$ cat src/rtl/apb5_requester.sv
`default_nettype none
// ============================================================================
// apb5_requester: valid/ready command channel to APB5 SETUP/ACCESS transfers,
// with PWAKEUP lead-time sequencing and an optional wait-state timeout.
// Revision: 1.0
// ============================================================================
module apb5_requester #(
    parameter int ADDR_WIDTH      = 32,
    parameter int DATA_WIDTH      = 32,
    parameter int USER_REQ_WIDTH  = 1,
    parameter int USER_DATA_WIDTH = 1,
    parameter int USER_RESP_WIDTH = 1,
    parameter int WAKEUP_LEAD     = 1,
    parameter int TIMEOUT_CYCLES  = 256
) (
    input  logic                         pclk,
    input  logic                         presetn,

    input  logic                         cmd_valid,
    output logic                         cmd_ready,
    input  logic                         cmd_write,
    input  logic [ADDR_WIDTH-1:0]        cmd_addr,
    input  logic [DATA_WIDTH-1:0]        cmd_wdata,
    input  logic [DATA_WIDTH/8-1:0]      cmd_strb,
    input  logic [2:0]                   cmd_prot,
    input  logic [USER_REQ_WIDTH-1:0]    cmd_auser,
    input  logic [USER_DATA_WIDTH-1:0]   cmd_wuser,

    output logic                         rsp_valid,
    input  logic                         rsp_ready,
    output logic [DATA_WIDTH-1:0]        rsp_rdata,
    output logic                         rsp_err,
    output logic                         rsp_timeout,
    output logic [USER_DATA_WIDTH-1:0]   rsp_ruser,
    output logic [USER_RESP_WIDTH-1:0]   rsp_buser,

    output logic [ADDR_WIDTH-1:0]        paddr,
    output logic [2:0]                   pprot,
    output logic                         psel,
    output logic                         penable,
    output logic                         pwrite,
    output logic [DATA_WIDTH-1:0]        pwdata,
    output logic [DATA_WIDTH/8-1:0]      pstrb,
    output logic                         pwakeup,
    output logic [USER_REQ_WIDTH-1:0]    pauser,
    output logic [USER_DATA_WIDTH-1:0]   pwuser,
    input  logic                         pready,
    input  logic [DATA_WIDTH-1:0]        prdata,
    input  logic                         pslverr,
    input  logic [USER_DATA_WIDTH-1:0]   pruser,
    input  logic [USER_RESP_WIDTH-1:0]   pbuser
);

    localparam int STRB_WIDTH = DATA_WIDTH / 8;
    localparam int WAIT_W     = (TIMEOUT_CYCLES > 0) ? $clog2(TIMEOUT_CYCLES + 1) : 1;
    localparam int LEAD_W     = (WAKEUP_LEAD > 0) ? $clog2(WAKEUP_LEAD + 1) : 1;

    localparam logic [WAIT_W-1:0] WAIT_ONE  = WAIT_W'(1);
    localparam logic [WAIT_W-1:0] WAIT_LAST = WAIT_W'(TIMEOUT_CYCLES);
    localparam logic [WAIT_W-1:0] WAIT_MAX  = {WAIT_W{1'b1}};
    localparam logic [LEAD_W-1:0] LEAD_ONE  = LEAD_W'(1);
    localparam logic [LEAD_W-1:0] LEAD_LAST = LEAD_W'(WAKEUP_LEAD);

    typedef enum logic [2:0] {
        S_IDLE   = 3'd0,
        S_WAKE   = 3'd1,
        S_SETUP  = 3'd2,
        S_ACCESS = 3'd3,
        S_RESP   = 3'd4
    } state_t;

    state_t                       state_q,       state_d;
    logic [LEAD_W-1:0]            lead_cnt_q,    lead_cnt_d;
    logic [WAIT_W-1:0]            wait_cnt_q,    wait_cnt_d;
    logic [WAIT_W-1:0]            wait_inc;

    logic [ADDR_WIDTH-1:0]        addr_q,        addr_d;
    logic [2:0]                   prot_q,        prot_d;
    logic                         write_q,       write_d;
    logic [DATA_WIDTH-1:0]        wdata_q,       wdata_d;
    logic [STRB_WIDTH-1:0]        strb_q,        strb_d;
    logic [USER_REQ_WIDTH-1:0]    auser_q,       auser_d;
    logic [USER_DATA_WIDTH-1:0]   wuser_q,       wuser_d;

    logic                         cmd_ready_q,   cmd_ready_d;
    logic                         psel_q,        psel_d;
    logic                         penable_q,     penable_d;
    logic                         pwakeup_q,     pwakeup_d;

    logic                         rsp_valid_q,   rsp_valid_d;
    logic [DATA_WIDTH-1:0]        rsp_rdata_q,   rsp_rdata_d;
    logic                         rsp_err_q,     rsp_err_d;
    logic                         rsp_timeout_q, rsp_timeout_d;
    logic [USER_DATA_WIDTH-1:0]   rsp_ruser_q,   rsp_ruser_d;
    logic [USER_RESP_WIDTH-1:0]   rsp_buser_q,   rsp_buser_d;

    assign wait_inc = wait_cnt_q + WAIT_ONE;

    always_comb begin
        state_d       = state_q;
        lead_cnt_d    = lead_cnt_q;
        wait_cnt_d    = wait_cnt_q;
        addr_d        = addr_q;
        prot_d        = prot_q;
        write_d       = write_q;
        wdata_d       = wdata_q;
        strb_d        = strb_q;
        auser_d       = auser_q;
        wuser_d       = wuser_q;
        cmd_ready_d   = cmd_ready_q;
        psel_d        = psel_q;
        penable_d     = penable_q;
        pwakeup_d     = pwakeup_q;
        rsp_valid_d   = rsp_valid_q;
        rsp_rdata_d   = rsp_rdata_q;
        rsp_err_d     = rsp_err_q;
        rsp_timeout_d = rsp_timeout_q;
        rsp_ruser_d   = rsp_ruser_q;
        rsp_buser_d   = rsp_buser_q;

        case (state_q)
            S_IDLE: begin
                cmd_ready_d = 1'b1;
                // cmd_ready is registered, so the first IDLE cycle after reset does not accept.
                if (cmd_valid && cmd_ready_q) begin
                    addr_d      = cmd_addr;
                    prot_d      = cmd_prot;
                    write_d     = cmd_write;
                    wdata_d     = cmd_write ? cmd_wdata : '0;
                    strb_d      = cmd_write ? cmd_strb  : '0;
                    auser_d     = cmd_auser;
                    wuser_d     = cmd_wuser;
                    cmd_ready_d = 1'b0;
                    pwakeup_d   = 1'b1;
                    wait_cnt_d  = '0;
                    lead_cnt_d  = LEAD_ONE;
                    if (WAKEUP_LEAD > 0) begin
                        state_d = S_WAKE;
                    end else begin
                        state_d = S_SETUP;
                        psel_d  = 1'b1;
                    end
                end
            end

            S_WAKE: begin
                if (lead_cnt_q == LEAD_LAST) begin
                    state_d    = S_SETUP;
                    psel_d     = 1'b1;
                    wait_cnt_d = '0;
                end else begin
                    lead_cnt_d = lead_cnt_q + LEAD_ONE;
                end
            end

            S_SETUP: begin
                state_d   = S_ACCESS;
                penable_d = 1'b1;
            end

            S_ACCESS: begin
                // A ready completer always wins over a timeout landing in the same cycle.
                if (pready) begin
                    state_d       = S_RESP;
                    psel_d        = 1'b0;
                    penable_d     = 1'b0;
                    pwakeup_d     = 1'b0;
                    rsp_valid_d   = 1'b1;
                    rsp_rdata_d   = write_q ? '0 : prdata;
                    rsp_err_d     = pslverr;
                    rsp_timeout_d = 1'b0;
                    rsp_ruser_d   = pruser;
                    rsp_buser_d   = pbuser;
                end else if ((TIMEOUT_CYCLES > 0) && (wait_inc == WAIT_LAST)) begin
                    state_d       = S_RESP;
                    wait_cnt_d    = wait_inc;
                    psel_d        = 1'b0;
                    penable_d     = 1'b0;
                    pwakeup_d     = 1'b0;
                    rsp_valid_d   = 1'b1;
                    rsp_rdata_d   = '0;
                    rsp_err_d     = 1'b1;
                    rsp_timeout_d = 1'b1;
                    rsp_ruser_d   = '0;
                    rsp_buser_d   = '0;
                end else if (wait_cnt_q != WAIT_MAX) begin
                    wait_cnt_d = wait_inc;
                end
            end

            S_RESP: begin
                if (rsp_ready) begin
                    state_d     = S_IDLE;
                    rsp_valid_d = 1'b0;
                    cmd_ready_d = 1'b1;
                end
            end

            default: begin
                state_d     = S_IDLE;
                psel_d      = 1'b0;
                penable_d   = 1'b0;
                pwakeup_d   = 1'b0;
                rsp_valid_d = 1'b0;
                cmd_ready_d = 1'b0;
            end
        endcase
    end

    always_ff @(posedge pclk or negedge presetn) begin
        if (!presetn) begin
            state_q       <= S_IDLE;
            lead_cnt_q    <= '0;
            wait_cnt_q    <= '0;
            addr_q        <= '0;
            prot_q        <= '0;
            write_q       <= 1'b0;
            wdata_q       <= '0;
            strb_q        <= '0;
            auser_q       <= '0;
            wuser_q       <= '0;
            cmd_ready_q   <= 1'b0;
            psel_q        <= 1'b0;
            penable_q     <= 1'b0;
            pwakeup_q     <= 1'b0;
            rsp_valid_q   <= 1'b0;
            rsp_rdata_q   <= '0;
            rsp_err_q     <= 1'b0;
            rsp_timeout_q <= 1'b0;
            rsp_ruser_q   <= '0;
            rsp_buser_q   <= '0;
        end else begin
            state_q       <= state_d;
            lead_cnt_q    <= lead_cnt_d;
            wait_cnt_q    <= wait_cnt_d;
            addr_q        <= addr_d;
            prot_q        <= prot_d;
            write_q       <= write_d;
            wdata_q       <= wdata_d;
            strb_q        <= strb_d;
            auser_q       <= auser_d;
            wuser_q       <= wuser_d;
            cmd_ready_q   <= cmd_ready_d;
            psel_q        <= psel_d;
            penable_q     <= penable_d;
            pwakeup_q     <= pwakeup_d;
            rsp_valid_q   <= rsp_valid_d;
            rsp_rdata_q   <= rsp_rdata_d;
            rsp_err_q     <= rsp_err_d;
            rsp_timeout_q <= rsp_timeout_d;
            rsp_ruser_q   <= rsp_ruser_d;
            rsp_buser_q   <= rsp_buser_d;
        end
    end

    assign cmd_ready   = cmd_ready_q;
    assign paddr       = addr_q;
    assign pprot       = prot_q;
    assign pwrite      = write_q;
    assign pwdata      = wdata_q;
    assign pstrb       = strb_q;
    assign pauser      = auser_q;
    assign pwuser      = wuser_q;
    assign psel        = psel_q;
    assign penable     = penable_q;
    assign pwakeup     = pwakeup_q;
    assign rsp_valid   = rsp_valid_q;
    assign rsp_rdata   = rsp_rdata_q;
    assign rsp_err     = rsp_err_q;
    assign rsp_timeout = rsp_timeout_q;
    assign rsp_ruser   = rsp_ruser_q;
    assign rsp_buser   = rsp_buser_q;

endmodule
`default_nettype wire

$ cat config.mk
export PLATFORM = sky130hd
export DESIGN_NAME = apb5_requester
export DESIGN_NICKNAME = d
export VERILOG_FILES = /design/src/rtl/apb5_requester.sv
export SDC_FILE = /design/constraint.sdc
export NUM_CORES = 1
export LEC_CHECK = 0
export ABC_AREA = 1
export ABC_CLOCK_PERIOD_IN_PS = 2700
export CORE_UTILIZATION = 43
export DETAILED_ROUTE_END_ITERATION = 10
export HOLD_SLACK_MARGIN = 0.08
export PLACE_DENSITY_LB_ADDON = 0.15
export SYNTH_ARGS = -nofsm -noshare
export SYNTH_HDL_FRONTEND = slang
export SYNTH_SLANG_ARGS = --single-unit
$ cat constraint.sdc
create_clock -name pclk -period 2.7 [get_ports pclk]
set_input_delay 0.27 -clock pclk [delete_from_list [all_inputs] [get_ports pclk]]
set_output_delay 0.27 -clock pclk [all_outputs]
set_load 0.01 [all_outputs]
* Word-level counts from Yosys, hierarchy flattened
Cells that the tools add are included.
** Word-level totals
- Input bits :: 114
- Output and inout port bits :: 115
- Flip-flop bits (word level) :: 128
- Logic and storage cells :: 96
** Cells by class
- Mux-type cells :: 37
- Add/subtract/negate cells :: 2
- Reduce and logical (&&, ||, !) cells :: 20
- Bitwise logic cells :: 5
- Equal/unequal tests :: 12
** Operator list (number)
- $mux W32 :: 4
- $mux W9 :: 5
- $pmux W9 S3 :: 1
- $mux W3 :: 5
- $pmux W1 S3 :: 5
- $pmux W3 S5 :: 1
- $reduce_or A3 Y1 :: 5
- $mux W1 :: 14
- $reduce_and A2 Y1 :: 5
- $add A9 B1 Y9 const B :: 1
- $eq A9 B9 Y1 const B :: 1
- $ne A9 B9 Y1 const B :: 1
- $reduce_and A3 Y1 :: 3
- $ne A2 B2 Y1 const B :: 4
- $eq A3 B2 Y1 const B :: 2
- $ne A3 B3 Y1 const B :: 2
- $not A1 Y1 :: 5
- $reduce_and A5 Y1 :: 1
- $mux W4 :: 1
- $reduce_and A4 Y1 :: 1
- $reduce_bool A2 Y1 :: 2
- $eq A3 B1 Y1 const B :: 1
- $eq A3 B3 Y1 const B :: 1
- $logic_not A3 Y1 :: 1
- 4 further kinds :: 4

* Depth between registers and ports, before layout
Gate-level depths: netlist (run 1).
- Word-level depth :: 5
- Gate-level depth with buffers :: 16

* Worst setup path after synthesis (run 1)
No wires, ideal clock.
- Path type :: register to register
- Start :: reg wait_cnt_q[0]
- End :: reg rsp_err_q, in the netlist rsp_err
- Required time :: 2581 ps
- Period minus slack after synthesis :: 2080 ps
- Library setup time :: 119 ps
- Data arrival time :: 1961 ps
- Cell stages (with the launch flop) :: 17
- Setup slack :: 620 ps
- Cells stage by stage :: dfrtp_1 > ha_1 > nand2_2 > nor2_2 > nand2_1 > nor3_1 > ha_1 > inv_1 > nor2_1 > nand3_1 > nor2_1 > nand3_2 > nand2_2 > nand2_4 > buf_6 > nand2_2 > o21ai_2
** On the way
- Longest elaborated chain between the ends :: 4
** RTL lines
- start: declaration :: line 74 : logic [WAIT_W-1:0] wait_cnt_q, wait_cnt_d;
- start signal: assignment :: line 235 : wait_cnt_q <= wait_cnt_d;
- $add A9 B1 Y9 :: line 97 : assign wait_inc = wait_cnt_q + WAIT_ONE;
- $eq A9 B9 Y1 :: line 174 : end else if ((TIMEOUT_CYCLES > 0) && (wait_inc == WAIT_LAST)) begin
- $reduce_bool A2 Y1 (no line)
- $reduce_and A2 Y1 (no line)
- end signal: assignment :: line 249 : rsp_err_q <= rsp_err_d;
- end: declaration :: line 92 : logic rsp_err_q, rsp_err_d;
Every way passes these cells.
A chain may end at the register's enable or synchronous reset.

* Worst setup path in the final report (run 1)
- Start :: reg wait_cnt_q[0]
- End :: reg wait_cnt_q[1]
** On the way
- Longest elaborated chain between the ends :: 5
** RTL lines
- $add A9 B1 Y9 :: line 97
- $eq A9 B9 Y1 / $mux W9 (equally long branches) :: line 174, 186
- $mux W9 :: line 174
- $mux W9 :: line 163 : if (pready) begin
- $pmux W9 S3 :: line 121 : case (state_q)
Parallel ways exist; a longest one is shown, timed or not. The select of a mux whose other input is x is not followed.

==> metrics.csv, run 1 <==
stage,metric,value,unit
die,die_area,0.0129,sq mm
critical_path,critical_path_arrival,2.76,ns
critical_path,critical_path.top_delay_family,simple AND/OR/NAND/NOR gates,
cells_and_area,fillers,932,
cells_and_area,drive_gt1_share,7.01,%
die,start_util,44.2,%
grt,first_global_vias,4906,
clock_network,cts_made_buffers,17,
timing,hold_viol,0,
timing,drv_slew,0,
grt,grt_start_max_net_pins,75,
critical_path,worstRegToRegCells,15,
cells_and_area,final_common_cell,nand2_1,
die,coreArea,0.0121,sq mm
critical_path,cp_cell_sequence,"ha_1, nand2_2, nor2_2, nand2_1, nor3_1, ha_1, inv_1, nor2_1, nand3_1, nor2_1, nand3_2, nand3_2, nand2_4, nand2_1, nand2_1",
cells_and_area,syn_to_final_growth,58.1,%
critical_path,cp_slowest_stage_delay,0.44,ns
place,routabilityCongestion,0.870,
grt,grt_util_all_layers,24.2,%
place,portBuffers,228,
logic_synthesis,synth-simple-area-share,33.4,%
logic_synthesis,synth_seq_cells,128,
clock_network,cts_root_buf,clkbuf_16,
critical_path,rrSetupSlack,0.29,ns
power_and_ir_drop,ir_drop,0.000748,V
clock_network,cts_buffer_depth,2,
logic_synthesis,synth_top_family_by_area,simple AND/OR/NAND/NOR gates,
critical_path,r2r_end,wait_cnt_q[1]$_DFFE_PN0P_,
grt,grt_pass1_wl,24000,microns
critical_path,reg2reg_from,wait_cnt_q[0]$_DFFE_PN0P_,
worst_hold_path,hold_path.class,input pin to async pin,
place,dpl.hpwl,10200,microns
critical_path,critPathLaunchType,flop,
drt,vias,4889,
logic_synthesis,netlist_instances,630,
timing,finalSetupViolations,0,
logic_synthesis,synth_nets,746,
clock_network,clock_latency,0.41,ns
grt,antenna_found_initial,0,
place,post_dp_cell_area,0.00775,sq mm
power_and_ir_drop,p_per_area,1110,mW/mm^2
flow_run,cap_viol_max_count,0,
logic_synthesis,synth_area,0.00534,sq mm
cells_and_area,fin_cells,1038,
drt,routed_wl,14700,microns
outcome,status,"complete, no violations",
logic_synthesis,synth_fa_ha_area_share,0.469,%
drt,dr.first_iter.drc_count,271,
logic_synthesis,seq_area_frac_synth,60.0,%
critical_path,slowest_stage,dfrtp_1,
timing,finalClockSkew,0.00620,ns
critical_path,cp-end-kind,flop,
grt,overflow,0,
timing,max-slew-margin-rel,50.3,%
clock_network,htree_levels,4,
logic_synthesis,avgSynthCellArea,8.47,sq um
timing,fin_crit,2.41,ns
cells_and_area,nets,973,
drt,ant_nets,0,
critical_path,crit_type,flop to flop,
critical_path,path_buf_inv,1,
timing,tightest_slew,0.746,ns
critical_path,required,3.05,ns
clock_network,clock_sinks,128,
logic_synthesis,synth_xor_area_share,0.328,%
clock_network,tritoncts,done,
power_and_ir_drop,power,9.34,mW
cells_and_area,diodes,0,
logic_synthesis,ys_warn_count,0,
timing,holdWs,0.371,ns
critical_path,crit_path_frequent_cell,nand2_1,
power_and_ir_drop,leakagePower,4.15,nW
logic_synthesis,synth_compound_area_share,1.36,%
die,pin_count,229,
place,dp_cells,1005,
critical_path,worst-path-max-fanout,10,
drt,wl_per_cell,14.2,microns
clock_network,clk_pin_slew,0.06,ns
die,dieHeight,113,microns
cells_and_area,final_cell_mix,"nand2_1, clkdlybuf4s50_1, dfrtp_1, nand3_1, nor2_1",
timing,setup-tns-final,0,ns
drt,drcViolationCount,0,
die,row_count,40,
cells_and_area,final_cell_area,0.00843,sq mm
logic_synthesis,synth.area.mux_share,0,%
timing,fmax,415,MHz
die,dieWidth,113,microns
logic_synthesis,ys_types,24,
drt,avgViaCountPerCell,4.71,
drt,detail_route.first_pass.iterations,4,
timing,period_share,89.3,%
timing,rsz0062_at_grt,false,
## final cells by class
cell class	instances	area, sq um	area share, %
sequential	128	3200	38.0
timing repair buffer	236	2350	27.9
multi-input combinational	451	1920	22.7
clock buffer	22	484	5.74
tap	168	210	2.49
clock inverter	10	180	2.14
inverter	23	86.3	1.02
## worst register-to-register path: stages, from the launching register on
cell and delay [ns]:
dfrtp_1 0.44, ha_1 0.25, nand2_2 0.08, nor2_2 0.13, nand2_1 0.08, nor3_1 0.16
ha_1 0.26, inv_1 0.08, nor2_1 0.05, nand3_1 0.07, nor2_1 0.05, nand3_2 0.12
nand3_2 0.24, nand2_4 0.21, nand2_1 0.08, nand2_1 0.06
## synthesized netlist by cell type
cell type | n | area, sq um
nand3_1 | 57 | 285
o21ai_0 | 3 | 15.0
nand2_4 | 2 | 22.5
nor2_2 | 3 | 18.8
nand4_1 | 1 | 6.26
o21ai_2 | 2 | 17.5
inv_1 | 20 | 75.1
a21oi_1 | 3 | 15.0
nand2_2 | 5 | 31.3
nor3_1 | 2 | 10.0
buf_6 | 4 | 45.0
a211oi_4 | 1 | 20.0
nor3_2 | 1 | 10.0
o21ai_1 | 1 | 5.00
nand3b_1 | 1 | 7.51
clkbuf_1 | 12 | 45.0
buf_2 | 12 | 60.1
xor2_1 | 2 | 17.5
nor2_1 | 22 | 82.6
nand2_1 | 340 | 1280
ha_1 | 2 | 25.0
dfrtp_1 | 128 | 3200
inv_2 | 3 | 11.3
nand3_2 | 3 | 30.0
## power by group
group	switching, mW	internal [mW]
registers	0.479	2.72
clock network	0.802	1.73
logic	1.73	1.88
## timing repair
action                                  CTS  global route
hold buffers                              1             0
endpoints found under the setup margin    0             2
gates resized for setup                   0             1
hold endpoints to repair                 33             0
setup buffers                             0             0
## kinds of logic (layout without fill, tap and decap cells)
group,Yosys count,after routing
simple gates,437,437
flops,128,128
buf+inv,51,291
compound gates,10,10
fa+ha+maj,2,2
xor+xnor,2,2
## through the flow
stage | utilization, % | setup WS (ns)
6_report | 69.9 | 0.290
5_1_grt | 69.9 | 0.0521
4_1_cts | 69.9 | 0.241
3_5_place_dp | 64.3 | 0.261
3_3_place_gp | 64.3 | 0.383
2_1_floorplan | - | 0.620
## routing by layer
| layer | up-vias | track usage (%) | wire length [microns] |
|---|---|---|---|
| met1 | 2266 | 28.0 | 5780 |
| met4 | 0 | 8.86 | 272 |
| met5 | - | 0 | 0 |
| li1 | 2401 | - | - |
| met2 | 198 | 40.5 | 7290 |
| met3 | 24 | 9.88 | 1370 |
## sequential cells by signal, indices dropped and copies added (netlist names)
register	flops
pwakeup	1
rsp_timeout	1
rsp_ruser	1
rsp_rdata	32
pauser	1
pwdata	32
paddr	32
pwrite	1
rsp_err	1
rsp_valid	1
pwuser	1
state_q	3
cmd_ready	1
pstrb	4
pprot	3
psel	1
wait_cnt_q	9
rsp_buser	1
penable	1
lead_cnt_q	1
## worst max path at each step
| stage | end | depth (start not counted) | slack, ns | start |
|---|---|---|---|---|
| 2_1_floorplan | rsp_err$_DFFE_PN0P_ | 16 | 0.62 | wait_cnt_q[0]$_DFFE_PN0P_ |
| 3_3_place_gp | rsp_timeout$_DFFE_PN0P_ | 15 | 0.38 | wait_cnt_q[0]$_DFFE_PN0P_ |
| 3_5_place_dp | rsp_rdata[25]$_DFFE_PN0P_ | 15 | 0.26 | wait_cnt_q[0]$_DFFE_PN0P_ |
| 4_1_cts | rsp_rdata[20]$_DFFE_PN0P_ | 15 | 0.24 | wait_cnt_q[0]$_DFFE_PN0P_ |
| 5_1_grt | wait_cnt_q[7]$_DFFE_PN0P_ | 15 | 0.05 | wait_cnt_q[0]$_DFFE_PN0P_ |
| 6_report | wait_cnt_q[1]$_DFFE_PN0P_ | 15 | 0.29 | wait_cnt_q[0]$_DFFE_PN0P_ |
Power figures use the tool's default switching activity.
==> run 2, diff against run 1 <==
--- a/config.mk
+++ b/config.mk
@@ -10,7 +10,7 @@
 export CORE_UTILIZATION = 43
 export DETAILED_ROUTE_END_ITERATION = 10
 export HOLD_SLACK_MARGIN = 0.08
-export PLACE_DENSITY_LB_ADDON = 0.15
+export PLACE_DENSITY = 0.81
 export SYNTH_ARGS = -nofsm -noshare
 export SYNTH_HDL_FRONTEND = slang
 export SYNTH_SLANG_ARGS = --single-unit
==> run 2 against run 1 <==
Via count rose by 0.45%. Clock skew rose by 0.00094 ns. Sequential power barely moved. Largest power group unchanged. Worst hold slack improved by 0.019 ns. Critical endpoint is now rsp_rdata[24]$_DFFE_PN0P_. Critical path type unchanged. Power fell by 1.8%. Utilization fell by 0.51 points. Combinational power barely moved. Die area did not move.
==> metrics.csv, run 2 (synthesis gave the netlist of run 1 again) <==
stage,metric,value,unit,change
worst_hold_path,hold_path.class,input pin to flop,,was input pin to async pin
grt,met2_usage,39.5,%,was 40.5%
drt,drcViolationCount,0,,unchanged
timing,period_share,88.2,%,was 89.3%
cells_and_area,final_cell_area,0.00837,sq mm,was 0.00843 sq mm
critical_path,cp-end-kind,flop,,unchanged
critical_path,critPathLaunchType,flop,,unchanged
clock_network,htree_levels,4,,unchanged
critical_path,cp_slowest_stage_delay,0.41,ns,was 0.44 ns
drt,dr.first_iter.drc_count,310,,was 271
power_and_ir_drop,leakagePower,4.11,nW,was 4.15 nW
place,post_dp_cell_area,0.00775,sq mm,about the same
place,dpl.hpwl,10100,microns,was 10200 microns
timing,finalSetupViolations,0,,unchanged
timing,drv_slew,0,,unchanged
clock_network,cts_root_buf,clkbuf_16,,unchanged
drt,wl_per_cell,14.1,microns,was 14.2 microns
critical_path,required,2.99,ns,was 3.05 ns
timing,rsz0062_at_grt,false,,unchanged
grt,gr-usage-met3,8.61,%,was 9.88%
die,row_count,40,,unchanged
die,dieWidth,113,microns,unchanged
grt,antenna_found_initial,0,,unchanged
drt,vias,4911,,was 4889
clock_network,clk_pin_slew,0.06,ns,about the same
clock_network,clock_latency,0.41,ns,about the same
die,die_area,0.0129,sq mm,unchanged
flow_run,cap_viol_max_count,0,,unchanged
power_and_ir_drop,power,9.17,mW,was 9.34 mW
die,coreArea,0.0121,sq mm,unchanged
cells_and_area,final_common_cell,nand2_1,,unchanged
grt,first_global_vias,4963,,was 4906
timing,tightest_slew,0.737,ns,was 0.746 ns
die,dieHeight,113,microns,unchanged
grt,grt_pass1_wl,23800,microns,was 24000 microns
cells_and_area,nets,971,,was 973
die,pin_count,229,,unchanged
timing,finalClockSkew,0.00714,ns,was 0.00620 ns
die,start_util,44.2,%,unchanged
outcome,status,"complete, no violations",,unchanged
grt,grt_util_all_layers,23.9,%,was 24.2%
timing,fin_crit,2.38,ns,was 2.41 ns
critical_path,crit_type,flop to flop,,unchanged
drt,detail_route.first_pass.iterations,4,,unchanged
power_and_ir_drop,p_per_area,1090,mW/mm^2,was 1110 mW/mm^2
timing,max-slew-margin-rel,50.9,%,was 50.3%
critical_path,worst-path-max-fanout,40,,was 10
critical_path,cp_cell_sequence,"ha_1, nand2_2, nor2_2, nand2_1, nor3_1, ha_1, inv_1, nor2_1, nand3_1, nor2_1, nand3_2, nand2_2, nand2_8, nand2_1, nand2_1",,"was ha_1, nand2_2, nor2_2, nand2_1, nor3_1, ha_1, inv_1, nor2_1, nand3_1, nor2_1, nand3_2, nand3_2, nand2_4, nand2_1, nand2_1"
timing,setup-tns-final,0,ns,unchanged
cells_and_area,diodes,0,,unchanged
power_and_ir_drop,ir_drop,0.000663,V,was 0.000748 V
timing,fmax,420,MHz,was 415 MHz
cells_and_area,final_cell_mix,"nand2_1, clkdlybuf4s50_1, dfrtp_1, nand3_1, nor2_1",,unchanged
drt,avgViaCountPerCell,4.75,,was 4.71
clock_network,cts_made_buffers,17,,unchanged
drt,ant_nets,0,,unchanged
clock_network,clock_sinks,128,,unchanged
cells_and_area,syn_to_final_growth,56.9,%,was 58.1%
place,routabilityCongestion,0.835,,was 0.870
cells_and_area,drive_gt1_share,6.24,%,was 7.01%
place,portBuffers,228,,unchanged
timing,hold_viol,0,,unchanged
drt,routed_wl,14600,microns,was 14700 microns
clock_network,cts_buffer_depth,2,,unchanged
critical_path,slowest_stage,dfrtp_2,,was dfrtp_1
grt,overflow,0,,unchanged
critical_path,critical_path_arrival,2.67,ns,was 2.76 ns
critical_path,crit_path_frequent_cell,nand2_1,,unchanged
clock_network,tritoncts,done,,unchanged
grt,met1_usage,28.8,%,was 28.0%
grt,grt_start_max_net_pins,75,,unchanged
grt,top_usage_layer,met2,,unchanged
-- run 2: cell types whose count changed in the layout (fill, tap and decap cells not counted) --
cell and change:
buf_6 +1, bufinv_16 -1, dfrtp_2 +1, clkinvlp_4 -1, buf_4 -4, clkbuf_1 +3, dfrtp_1 -1, clkinv_2 -2
buf_12 +1, clkbuf_8 -2
-- run 2: timing repair --
item | in CTS | in global routing
hold buffers | 1 | 0
endpoints found under the hold margin | 70 | 0
gates resized for setup | 0 | 2
setup endpoints to repair | 0 | 39
setup buffers | 0 | 0
-- run 2: path summary, 6_finish.rpt --
check / start / end / slack [ns] / cells past startpoint
max: wait_cnt_q[0]$_DFFE_PN0P_ / rsp_rdata[24]$_DFFE_PN0P_ / 0.32 / 15
min: cmd_addr[17] / paddr[17]$_DFFE_PN0P_ / 0.39 / 3
max reg2reg: wait_cnt_q[0]$_DFFE_PN0P_ / rsp_rdata[24]$_DFFE_PN0P_ / 0.32 / 15
min reg2reg: rsp_rdata[27]$_DFFE_PN0P_ / rsp_rdata[27]$_DFFE_PN0P_ / 0.47 / 2
max in group asynchronous: presetn / rsp_rdata[2]$_DFFE_PN0P_ / 1.50 / 3
min in group asynchronous: presetn / rsp_rdata[3]$_DFFE_PN0P_ / 0.45 / 2
-- run 2: cell type report --
class | instances | area [sq um]
multi-input cells | 451 | 1920
clock inverters | 6 | 133
clock buffers | 23 | 468
fillers | 941 | 3690
inverters | 23 | 86.3
flip-flops and latches | 128 | 3200
well taps | 168 | 210
repair buffers | 234 | 2360
-- run 2: per-stage QoR --
stage / hold slack, ns / std cells / utilization [%] / worst slack, ns
finish: 0.390 / 1033 / 69.4 / 0.319
global route: 0.401 / 1033 / 69.4 / 0.0389
CTS: 0.377 / 1033 / 69.3 / 0.218
detailed placement: 0.324 / 1003 / 64.3 / 0.237
global placement: 0.308 / 1003 / 64.3 / 0.392
floorplan: -0.0256 / 630 / - / 0.620
-- run 2: worst max-delay path: cells and delay by family (launching register included) --
kind	cells	cell delay (ns)
buf+inv	1	0.05
fa+ha+maj	2	0.38
simple gates	12	1.41
flops	1	0.41
-- run 2: power by group --
part           switching, mW  internal (mW)
combinational           1.72           1.88
sequential             0.480           2.72
clock                  0.788           1.58
-- run 2: per-layer routing --
metal  vias to the layer above  share of wire [%]
met2                       202                 48
met4                         0                1.7
met5                         -                  0
met1                      2300                 41
li1                       2390                  -
met3                        19                8.6
